**config.mk**
```make
export PLATFORM = sky130hd
export DESIGN_NAME = enemy_hp_drain
export DESIGN_NICKNAME = d
export VERILOG_FILES = /design/src/rtl/enemy_hp_drain_pkg.sv /design/src/rtl/enemy_hp_drain_ticker.sv /design/src/rtl/enemy_hp_drain.sv
export SDC_FILE = /design/constraint.sdc
export NUM_CORES = 1
export LEC_CHECK = 0
export ABC_AREA = 0
export CORE_MARGIN = 3
export CORE_UTILIZATION = 25
export CTS_BUF_LIST = sky130_fd_sc_hd__clkbuf_16
export DETAILED_ROUTE_END_ITERATION = 10
export GPL_ROUTABILITY_DRIVEN = 0
export PLACE_DENSITY = 0.43
export SYNTH_ARGS = -nofsm -noshare
export SYNTH_HDL_FRONTEND = slang
export SYNTH_SLANG_ARGS = --single-unit
```
**constraint.sdc**
```tcl
create_clock -name clk -period 2.15 [get_ports clk]
set_clock_uncertainty 0.1 [all_clocks]
set_input_delay 0.43 -clock clk [delete_from_list [all_inputs] [get_ports clk]]
set_output_delay 0.43 -clock clk [all_outputs]
set_load 0.02 [all_outputs]
```
**src/rtl/enemy_hp_drain_pkg.sv**
```systemverilog
// Shared battle types and defaults, also used by the HP-bar renderer.
package enemy_hp_drain_pkg;

  typedef enum logic [1:0] {
    ST_IDLE,
    ST_DRAIN,
    ST_REPORT,
    ST_DEAD
  } state_t;

  typedef logic [7:0] hp_t;
  typedef logic [7:0] dmg_t;

  localparam int HP_MAX_DEF    = 100;
  localparam int DRAIN_DIV_DEF = 4;

endpackage

```
**src/rtl/enemy_hp_drain_ticker.sv**
```systemverilog
// Drain pacing counter: fire every DIV enabled cycles.
// Built only when ENEMY_HP_DRAIN_ANIM_EN is defined.
`ifdef ENEMY_HP_DRAIN_ANIM_EN
module drain_ticker #(
  parameter int DIV = 4
) (
  input  logic clk,
  input  logic rst_n,
  input  logic en,
  input  logic clr,
  output logic fire
);

  logic [7:0] tick;

  assign fire = en & (tick == 8'(DIV - 1));

  always_ff @(posedge clk or negedge rst_n) begin
    if (!rst_n) begin
      tick <= '0;
    end else if (clr) begin
      tick <= '0;
    end else if (en) begin
      tick <= fire ? 8'd0 : tick + 8'd1;
    end
  end

endmodule
`endif

```
**src/rtl/enemy_hp_drain.sv**
```systemverilog
// Applies attack damage to enemy HP; ENEMY_HP_DRAIN_ANIM_EN
// selects the one-point-per-tick drain over the single-step one.
module enemy_hp_drain
  import enemy_hp_drain_pkg::*;
#(
  parameter int HP_MAX    = HP_MAX_DEF,
  parameter int DRAIN_DIV = DRAIN_DIV_DEF
) (
  input  logic       clk,
  input  logic       rst_n,
  input  logic       atk_pass,
  input  logic [7:0] atk_damage,
  input  logic       new_battle,
  output logic [7:0] enemy_hp,
  output logic       drain_busy,
  output logic       miss,
  output logic       turn_done,
  output logic       enemy_dead,
  output logic       hit_overrun
);

  localparam hp_t HP_INIT = hp_t'(HP_MAX);

  state_t state_q, state_d;
  hp_t    hp_q, hp_d;
  dmg_t   pend_q, pend_d;
  logic   pass_q;
  logic   miss_q, miss_d;
  logic   done_q, done_d;
  logic   ovr_q, ovr_d;
  logic   hit;

  assign hit = atk_pass & ~pass_q;

`ifdef ENEMY_HP_DRAIN_ANIM_EN
  logic fire;

  drain_ticker #(
    .DIV (DRAIN_DIV)
  ) u_ticker (
    .clk   (clk),
    .rst_n (rst_n),
    .en    (state_q == ST_DRAIN),
    .clr   ((state_q != ST_DRAIN) | new_battle),
    .fire  (fire)
  );
`else
  localparam int unused_drain_div = DRAIN_DIV;
`endif

  always_comb begin
    state_d = state_q;
    hp_d    = hp_q;
    pend_d  = pend_q;
    ovr_d   = ovr_q;
    miss_d  = 1'b0;
    done_d  = 1'b0;
    if (new_battle) begin
      state_d = ST_IDLE;
      hp_d    = HP_INIT;
      pend_d  = '0;
      ovr_d   = 1'b0;
    end else begin
      done_d = (state_q == ST_REPORT);
      unique case (state_q)
        ST_IDLE: begin
          if (hit && atk_damage != 8'd0) begin
            pend_d  = atk_damage;
            state_d = ST_DRAIN;
          end else if (hit) begin
            miss_d  = 1'b1;
            state_d = ST_REPORT;
          end
        end
        ST_DRAIN: begin
          if (hit) ovr_d = 1'b1;
`ifdef ENEMY_HP_DRAIN_ANIM_EN
          // Stop on whichever runs out first so HP never wraps.
          if (fire) begin
            hp_d   = hp_q - 8'd1;
            pend_d = pend_q - 8'd1;
            if (hp_q == 8'd1 || pend_q == 8'd1)
              state_d = ST_REPORT;
          end
`else
          hp_d    = (hp_q > pend_q) ? hp_q - pend_q : 8'd0;
          pend_d  = '0;
          state_d = ST_REPORT;
`endif
        end
        ST_REPORT: begin
          if (hit) ovr_d = 1'b1;
          state_d = (hp_q == 8'd0) ? ST_DEAD : ST_IDLE;
        end
        ST_DEAD: begin
        end
        default: state_d = ST_IDLE;
      endcase
    end
  end

  always_ff @(posedge clk or negedge rst_n) begin
    if (!rst_n) begin
      state_q <= ST_IDLE;
      hp_q    <= HP_INIT;
      pend_q  <= '0;
      pass_q  <= 1'b1;
      miss_q  <= 1'b0;
      done_q  <= 1'b0;
      ovr_q   <= 1'b0;
    end else begin
      state_q <= state_d;
      hp_q    <= hp_d;
      pend_q  <= pend_d;
      pass_q  <= atk_pass;
      miss_q  <= miss_d;
      done_q  <= done_d;
      ovr_q   <= ovr_d;
    end
  end

  assign enemy_hp    = hp_q;
  assign drain_busy  = (state_q == ST_DRAIN);
  assign enemy_dead  = (state_q == ST_DEAD);
  assign miss        = miss_q;
  assign turn_done   = done_q;
  assign hit_overrun = ovr_q;

endmodule
```
==> metrics list, run 1 <==
- Status: complete, no violations
- Register area share after synthesis: 0.410
- WL/cell: approximately 14 microns
* CP endpoint kind: flip-flop
- Worst-Margin Slew: 0.566 ns
- Synthesized area divided by synthesized cell count: between 10 and 15 sq um
- Cell Pwr Density: 1140 nW/um^2
* Placeable core area: just over 5000 sq um
- Final Max Slew Viols: 0
- By startpoint and endpoint, the worst setup path is classified as flip-flop to flip-flop.
- Via count of the routed design: ~1,200
* Timing startpoint of the critical path: enemy_hp[0]$_DFFE_PN0N_
* Flip-flop cell with the highest count after synthesis: sky130_fd_sc_hd__dfrtp_1
- Worst Path Required: between 2 and 2.5 ns
- The longest clock path from root to sink contains 2 buffers.
- After the flow finishes, the layout carries non-filler instances totaling 250.
- STA classifies the critical path startpoint as a flip-flop.
* Ratio of cells with drive above 1 in the final layout: 0.200
- In this run the cell area of the synthesized design comes to approximately 1400 sq um.
- Clock-pin slew was measured on the worst setup and hold paths at 0.06 ns.
- Maximum capacitance violations: 0
- Once detail routing completed, the nets flagged for antenna violations numbered 0.
* Diodes inserted: 0
- Buffers inserted to repair hold after CTS numbered 0.
- Timing analysis after detailed placement gives a worst setup slack of -0.115 ns.
- Data arrival time of the critical path: ~2.2 ns
- Crit share post-route: 0.989
* Width of the die: ~80 microns
- Slew HR: 0.622
- Starting density of the core: 0.262
- Net count after synthesis: between 150 and 200
* Via count of the first global-routing pass: around 1,200
- Unrepaired setup endpoints after global routing: yes
- Overall routing resource usage: 0.118
* Antenna violations before repair: 0
- I/O pins: 25
- The area growth from synthesis to layout is 40.9%.
* Worst Hold Slack: 0.397 ns
- Distinct cells, synth: 36
- In the synthesized netlist the async set-or-reset flop fraction comes to 1.00.
- The clock drives 22 sinks.
* Worst vdd rail ir drop: a little under 0.0005 V
- After technology mapping, the gate count stands at roughly 140.
* Total Nets Final: 206
- In this run, CTS created clock tree buffers numbering 3.
- Worst min-delay path category: flip-flop to flip-flop
* H-tree depth: 1
- The worst path in the final design needs a cycle of around 2.1 ns, including I/O delays and setup.
- Hold Crit Start: hit_overrun$_DFFE_PN0P_
- Clock insertion delay at the later pin of the skew report: 0.25 ns
- The first detailed-routing pass took 4 iterations.
* Clock tree from TritonCTS: done
- Along the worst path, the maximum fanout reaches 5.
* Number of placement rows: 26
- Initial drt markers: between 40 and 50
* Static leakage power: roughly 0.86 nW
- Counting flops with a built-in enable in the synthesized netlist gives 0.
- The tree is rooted in a sky130_fd_sc_hd__clkbuf_16.
- HPWL after detailed placement: 2730 microns
* Worst-case setup margin in the final layout: around 0.024 ns
- Final wirelength: 3460 microns
* Port Buffers: 24
- Final setup fails: 0
- GRT Residual Overflow: 0
- The filler cells instantiated in the layout total ~530.
- Remaining routing DRC violations: 0
- Die outline height: between 70 and 80 microns
- For this run, the number of Yosys warnings is 0.
- Pin count of the biggest net entering global routing: 23
- Number of placed instances with taps included: 240
* Global-route wire length before repair: approximately 5800 microns
* Vias per cell: 4.72
* Upper clock frequency limit: between 0.4 and 0.5 GHz
- Final count of hold timing violations: 0
- Die outline area: 6340 sq um
- The worst register-to-register path begins at enemy_hp[0]$_DFFE_PN0N_.
* #FFs+latches synth: 22
[cell type report]
class                   instances  area (sq um)  area share
flip-flops and latches         22           556       0.291
well taps                      70          87.6      0.0458
repair buffers                 43           382       0.200
clock inverters                 1          3.75     0.00196
inverters                      15          56.3      0.0295
multi-input cells              96           751       0.393
clock buffers                   3          75.1      0.0393
[flip-flops by register name (all words and copies together), names as in the netlist]
name	flops
enemy_hp	8
pend_q	8
state_q	2
hit_overrun	1
miss	1
pass_q	1
turn_done	1
[critical path, stage by stage, from the launching register on]
cell and delay [ns]:
sky130_fd_sc_hd__dfrtp_1 0.37, sky130_fd_sc_hd__inv_1 0.06, sky130_fd_sc_hd__ha_2 0.18, sky130_fd_sc_hd__inv_2 0.04
sky130_fd_sc_hd__fa_2 0.35, sky130_fd_sc_hd__nand3_2 0.09, sky130_fd_sc_hd__a21oi_2 0.06, sky130_fd_sc_hd__a211oi_2 0.23
sky130_fd_sc_hd__buf_4 0.15, sky130_fd_sc_hd__nor4_4 0.04, sky130_fd_sc_hd__buf_4 0.16, sky130_fd_sc_hd__a22o_1 0.18
[per-layer routing]
metal	GRT usage	vias up	part of all wire
li1	-	579	-
met1	0.159	577	0.48
met2	0.190	20	0.49
met3	0.0203	4	0.023
met4	0.0361	0	0.0098
met5	0	-	0
[layout by cell type, fill, tap and decap left out, types with 2 or more instances in the layout]
cell                              instances
sky130_fd_sc_hd__o211ai_1                 2
sky130_fd_sc_hd__nor3_1                   3
sky130_fd_sc_hd__nor2b_1                  3
sky130_fd_sc_hd__mux2i_1                  8
sky130_fd_sc_hd__nor4_1                   4
sky130_fd_sc_hd__dfrtp_1                 18
sky130_fd_sc_hd__xor2_1                   2
sky130_fd_sc_hd__inv_1                   15
sky130_fd_sc_hd__a21oi_1                  6
sky130_fd_sc_hd__o21a_1                   2
sky130_fd_sc_hd__nand2_1                 14
sky130_fd_sc_hd__a221o_1                  3
sky130_fd_sc_hd__xnor2_1                  3
sky130_fd_sc_hd__a21o_1                   2
sky130_fd_sc_hd__ha_1                    11
sky130_fd_sc_hd__clkdlybuf4s50_1         23
sky130_fd_sc_hd__o21ai_0                  3
sky130_fd_sc_hd__clkbuf_16                3
sky130_fd_sc_hd__nand4_1                  2
sky130_fd_sc_hd__a22o_1                   5
sky130_fd_sc_hd__nor2_1                   6
sky130_fd_sc_hd__dfstp_2                  4
sky130_fd_sc_hd__buf_4                   19
[logic make-up (layout without fill, tap and decap cells)]
| logic type | count (synthesis) | after routing | share of synthesized area |
|---|---|---|---|
| AND/OR/NAND/NOR | 38 | 38 | 0.150 |
| AO/OA/AOI/OAI | 32 | 32 | 0.176 |
| flip-flops | 22 | 22 | 0.410 |
| buffers and inverters | 17 | 62 | 0.0470 |
| adder cells (fa/ha/maj) | 13 | 13 | 0.125 |
| multiplexers | 8 | 8 | 0.0590 |
| XOR/XNOR | 5 | 5 | 0.0323 |
[synthesized netlist by cell type, types with 2 or more instances]
master,n,area share
sky130_fd_sc_hd__a21o_1,2,0.011
sky130_fd_sc_hd__a21oi_1,7,0.026
sky130_fd_sc_hd__a221o_1,3,0.022
sky130_fd_sc_hd__a22o_1,5,0.032
sky130_fd_sc_hd__clkbuf_1,2,0.0055
sky130_fd_sc_hd__dfrtp_1,18,0.33
sky130_fd_sc_hd__dfstp_2,4,0.077
sky130_fd_sc_hd__ha_1,12,0.11
sky130_fd_sc_hd__inv_1,15,0.042
sky130_fd_sc_hd__mux2i_1,8,0.059
sky130_fd_sc_hd__nand2_1,14,0.039
sky130_fd_sc_hd__nand4_1,2,0.0092
sky130_fd_sc_hd__nor2_1,6,0.017
sky130_fd_sc_hd__nor2b_1,3,0.014
sky130_fd_sc_hd__nor3_1,3,0.011
sky130_fd_sc_hd__nor4_1,4,0.018
sky130_fd_sc_hd__o211ai_1,2,0.011
sky130_fd_sc_hd__o21a_1,2,0.011
sky130_fd_sc_hd__o21ai_0,3,0.011
sky130_fd_sc_hd__xnor2_1,3,0.019
sky130_fd_sc_hd__xor2_1,2,0.013
[what timing repair did]
item,4_1_cts,5_1_grt
setup buffers,0,6
hold endpoints to repair,0,0
gates resized for setup,1,5
endpoints found under the setup margin,1,8
pin swaps,0,1
[power breakdown]
group	switching (W)	total (W)	internal (W)
clock	0.000149	0.000397	0.000248
combinational	0.000622	0.00120	0.000576
sequential	0.0000681	0.000590	0.000521
total	0.000839	0.00218	0.00135
[path summary, 6_finish.rpt]
| check | slack [ns] | cells after the start | endpoint |
|---|---|---|---|
| max in group asynchronous | 1.24 | 2 | enemy_hp[5]$_DFFE_PN1N_ |
| worst max register to register | 0.02 | 11 | enemy_hp[7]$_DFFE_PN0N_ |
| worst max-delay path | 0.02 | 11 | enemy_hp[7]$_DFFE_PN0N_ |
| worst min-delay path | 0.40 | 2 | hit_overrun$_DFFE_PN0P_ |
| min in group asynchronous | 0.43 | 2 | pend_q[0]$_DFFE_PN0P_ |
| worst min register to register | 0.40 | 2 | hit_overrun$_DFFE_PN0P_ |
[through the flow]
stage	util	TNS, ns	instance area [sq um]	power [W]
2_1_floorplan	-	0	1360	0.00137
3_3_place_gp	0.343	-0.510	1770	0.00171
3_5_place_dp	0.343	-0.882	1770	0.00171
4_1_cts	0.358	0	1850	0.00212
5_1_grt	0.369	-0.448	1910	0.00237
6_report	0.369	0	1910	0.00218
(Power assumes the default switching activity.)
==> inputs of run 2 (changes only) <==
- CTS_BUF_LIST: sky130_fd_sc_hd__clkbuf_16 -> unset
==> run 2 against run 1 <==
  * Setup slack got worse by 0.0055 ns
  * Sequential power hardly changed
  * Largest power group unchanged
  * Power down 5.9%
  * Global-route usage unchanged
  * Combinational power about the same
  * Non-clock buffer count stayed put
  * Core utilization shrank 0.65 points
==> metrics list, run 2 (same netlist as run 1, synthesis figures left out) <==
- Slew HR: 0.624 (+0.00144)
* Clock tree from TritonCTS: done
* Worst vdd rail ir drop: 0.000459 V (-6.6%)
- In this run the critical register-to-register path is captured at enemy_hp[7]$_DFFE_PN0N_.
* Worst-Margin Slew: 0.564 ns (-0.00216 ns)
- Width of the die: 79.7 microns (unchanged)
* Startpoint of the worst-slack reg-to-reg timing path: enemy_hp[0]$_DFFE_PN0N_
* Number of placement rows: 26 (unchanged)
* Clock share of power: 0.131 (-0.051)
* Number of sinks on the clock net: 22 (unchanged)
- The worst setup path is captured at a flip-flop.
* Remaining routing DRC violations: 0 (unchanged)
* Worst Hold Slack: 0.402 ns (+0.00505 ns)
* Cell seen most often among critical-path stages: sky130_fd_sc_hd__buf_4
- The library cell used most frequently in the layout, excluding fill and tap cells, is sky130_fd_sc_hd__clkdlybuf4s50_1.
- Global-route wire length before repair: 5750 microns (unchanged)
- Walking the worst path, the cells encountered are inv_1 -> ha_2 -> inv_2 -> fa_2 -> nand3_2 -> a21oi_2 -> a211oi_2 -> buf_4 -> nor4_4 -> buf_4 -> a22o_1.
- The critical path ends at enemy_hp[7]$_DFFE_PN0N_.
- The timing-limited maximum frequency is 0.469 GHz (-0.26%).
* Switching power total: 0.000827 W (-1.4%)
* Met2 global-route usage: 0.191 (+0.000835)
* CP Class: flip-flop to flip-flop
- Port Buffers: 24 (unchanged)
* H-tree depth: 1 (unchanged)
* Diodes inserted: 0 (unchanged)
- Total CTS buffers: 3 (unchanged)
- HPWL after detailed placement: 2730 microns (unchanged)
- Ratio of cells with drive above 1 in the final layout: 0.200 (unchanged)
- The number of global-route vias before repair is 1,179 (+0.17%).
- Final setup TNS: 0 ns (unchanged)
* CTS hold repair buffers: 0 (unchanged)
- In this design, the largest share of critical-path delay is due to adder cells.
* DRT Pass-1 Iters: 4 (unchanged)
- Maximum capacitance violations: 0 (unchanged)
- Most used cells in the layout excluding fill and tap cells: sky130_fd_sc_hd__clkdlybuf4s50_1, sky130_fd_sc_hd__buf_4, sky130_fd_sc_hd__dfrtp_1
- Cell-internal power: 0.00123 W (-8.7%)
- Data arrival time of the critical path: 2.18 ns (about the same)
- Static leakage power: 0.836 nW (-2.3%)
* Initial drt markers: 40 (-7.0%)
* I/O pins: 25 (unchanged)
- The number of nets with antenna violations after routing is 0 (unchanged).
* Overall routing resource usage: 0.118 (unchanged)
* Clk Tree Root Cell: sky130_fd_sc_hd__clkbuf_8
- Layout overhead on the synthesized area: 38.4%
- Share of power burned in registers: 0.286 (+0.016)
* Min Clock Period, post-route: 2.13 ns (+0.00549 ns)
* Unrepaired setup endpoints after global routing: yes
- Path length in cells of the critical path: 11 (unchanged)
- Critical path buffers and inverters: 4 (unchanged)
- WL/cell: 13.9 microns (+0.32%)
- The clock-pin slew on the worst setup and hold paths was 0.08 ns (+0.02 ns).
- The part of the total power dissipated in combinational logic came to 0.583 (+0.034).
- Crit path max-delay cell type: sky130_fd_sc_hd__dfrtp_1
- The critical path starts at enemy_hp[0]$_DFFE_PN0N_.
- The required time at the endpoint of the critical path came to 2.20 ns (about the same).
- The worst hold path belongs to the class flip-flop to flip-flop.
- Starting density of the core: 0.262 (unchanged)
- Final setup fails: 0 (unchanged)
- Pin count of the biggest net entering global routing: 23 (unchanged)
- Vias per cell: 4.70 (-0.34%)
* Number of placed instances with taps included: 240 (unchanged)
- Final count of hold timing violations: 0 (unchanged)
- Met3 usage: 0.0203 (unchanged)
- The non-filler instance count after layout came to 250 (unchanged).
* Switching part of the total power: 0.402 (+0.0183)
- The delay of the slowest cell on the worst path is 0.38 ns (about the same).
* Die outline area: 6340 sq um (unchanged)
- Total Nets Final: 206 (unchanged)
- The clock latency reported for the late side of the worst-skew pair was 0.26 ns (about the same).
- Die outline height: 79.7 microns (unchanged)
* Worst Setup Start Kind: flip-flop
- Top fanout value on the critical path: 5 (unchanged)
- The ratio of final minimum period to clock period is 0.991 (+0.00255).
- The worst-case register-to-register setup slack is 0.02 ns (about the same).
- Depth of the most critical reg-to-reg path: 11 (unchanged)
* Antenna violations before repair: 0 (unchanged)
- The power per unit of standard cell area was 1100 nW/um^2 (-4.2%).
- Met1 Use GR: 0.158 (-0.000697)
- Final wirelength: 3470 microns (+0.32%)
- Most used routing layer in global routing: met2
* Buffer levels on the longest clock path: 2 (unchanged)
- The placeable core region came to 5170 sq um (unchanged).
- The sum of overflow across all layers after global routing was 0 (unchanged).
* Status: complete, no violations
- The final count of pins violating max slew was 0 (unchanged).
* Via count of the routed design: 1,176 (-0.34%)
-- run 2: how the worst min path moves through the flow --
stage | from | end | slack [ns] | depth (start not counted)
finish | hit_overrun$_DFFE_PN0P_ | hit_overrun$_DFFE_PN0P_ | 0.40 | 2
global route | rst_n | pend_q[0]$_DFFE_PN0P_ | 0.44 | 2
CTS | hit_overrun$_DFFE_PN0P_ | hit_overrun$_DFFE_PN0P_ | 0.41 | 2
detailed placement | hit_overrun$_DFFE_PN0P_ | hit_overrun$_DFFE_PN0P_ | 0.39 | 2
global placement | hit_overrun$_DFFE_PN0P_ | hit_overrun$_DFFE_PN0P_ | 0.40 | 2
floorplan | rst_n | enemy_hp[0]$_DFFE_PN0N_ | 0.03 | 0
-- run 2: through the flow --
step / instance area, sq um / setup WS [ns] / util / total power [W]
floorplan: 1360 / 0.0195 / - / 0.00137
global placement: 1770 / -0.0842 / 0.343 / 0.00171
detailed placement: 1770 / -0.115 / 0.343 / 0.00171
CTS: 1820 / 0.00532 / 0.351 / 0.00199
global route: 1880 / -0.104 / 0.363 / 0.00224
finish: 1880 / 0.0184 / 0.363 / 0.00206
-- run 2: per-layer routing --
| metal | wire length (microns) | up-vias | share of wire |
|---|---|---|---|
| met3 | 89 | 4 | 0.026 |
| met1 | 1670 | 570 | 0.48 |
| met2 | 1670 | 21 | 0.48 |
| met5 | 0 | - | 0 |
| li1 | - | 581 | - |
| met4 | 38 | 0 | 0.011 |
-- run 2: timing repair --
action                     in CTS  in global routing
buffers inserted                0                  6
pin swaps                       0                  2
setup endpoints to repair       1                  8
resized for setup               1                  5
gates cloned                    0                  0
-- run 2: final cells by class --
class                           count  area (sq um)
Clock buffer                        4          45.0
Fill cell                         531          3300
Inverter                           15          56.3
Multi-Input combinational cell     96           751
Sequential cell                    22           556
Tap cell                           70          87.6
Timing Repair Buffer               43           382
-- run 2: worst reg2reg max path, delay by kind of cell, from the launching register on --
kind,cells,cell delay (ns)
adders and majority gates,2,0.53
AOI/OAI and AO/OA,3,0.47
buffers and inverters,4,0.42
DFF,1,0.38
and+or+nand+nor,2,0.13
-- run 2: power groups by stage --
stage,sequential (W),clock (W),combinational [W]
detailed placement,0.000603,0,0.00110
CTS,0.000595,0.000287,0.00111
global route,0.000604,0.000306,0.00133
floorplan,0.000636,0,0.000736
global placement,0.000599,0,0.00111
finish,0.000589,0.000269,0.00120
==> inputs of run 3 (changes only) <==
- CAP_MARGIN: unset -> 20
==> results of run 3 <==
Same layout as run 2: the final DEF is identical, and so are final timing and power.
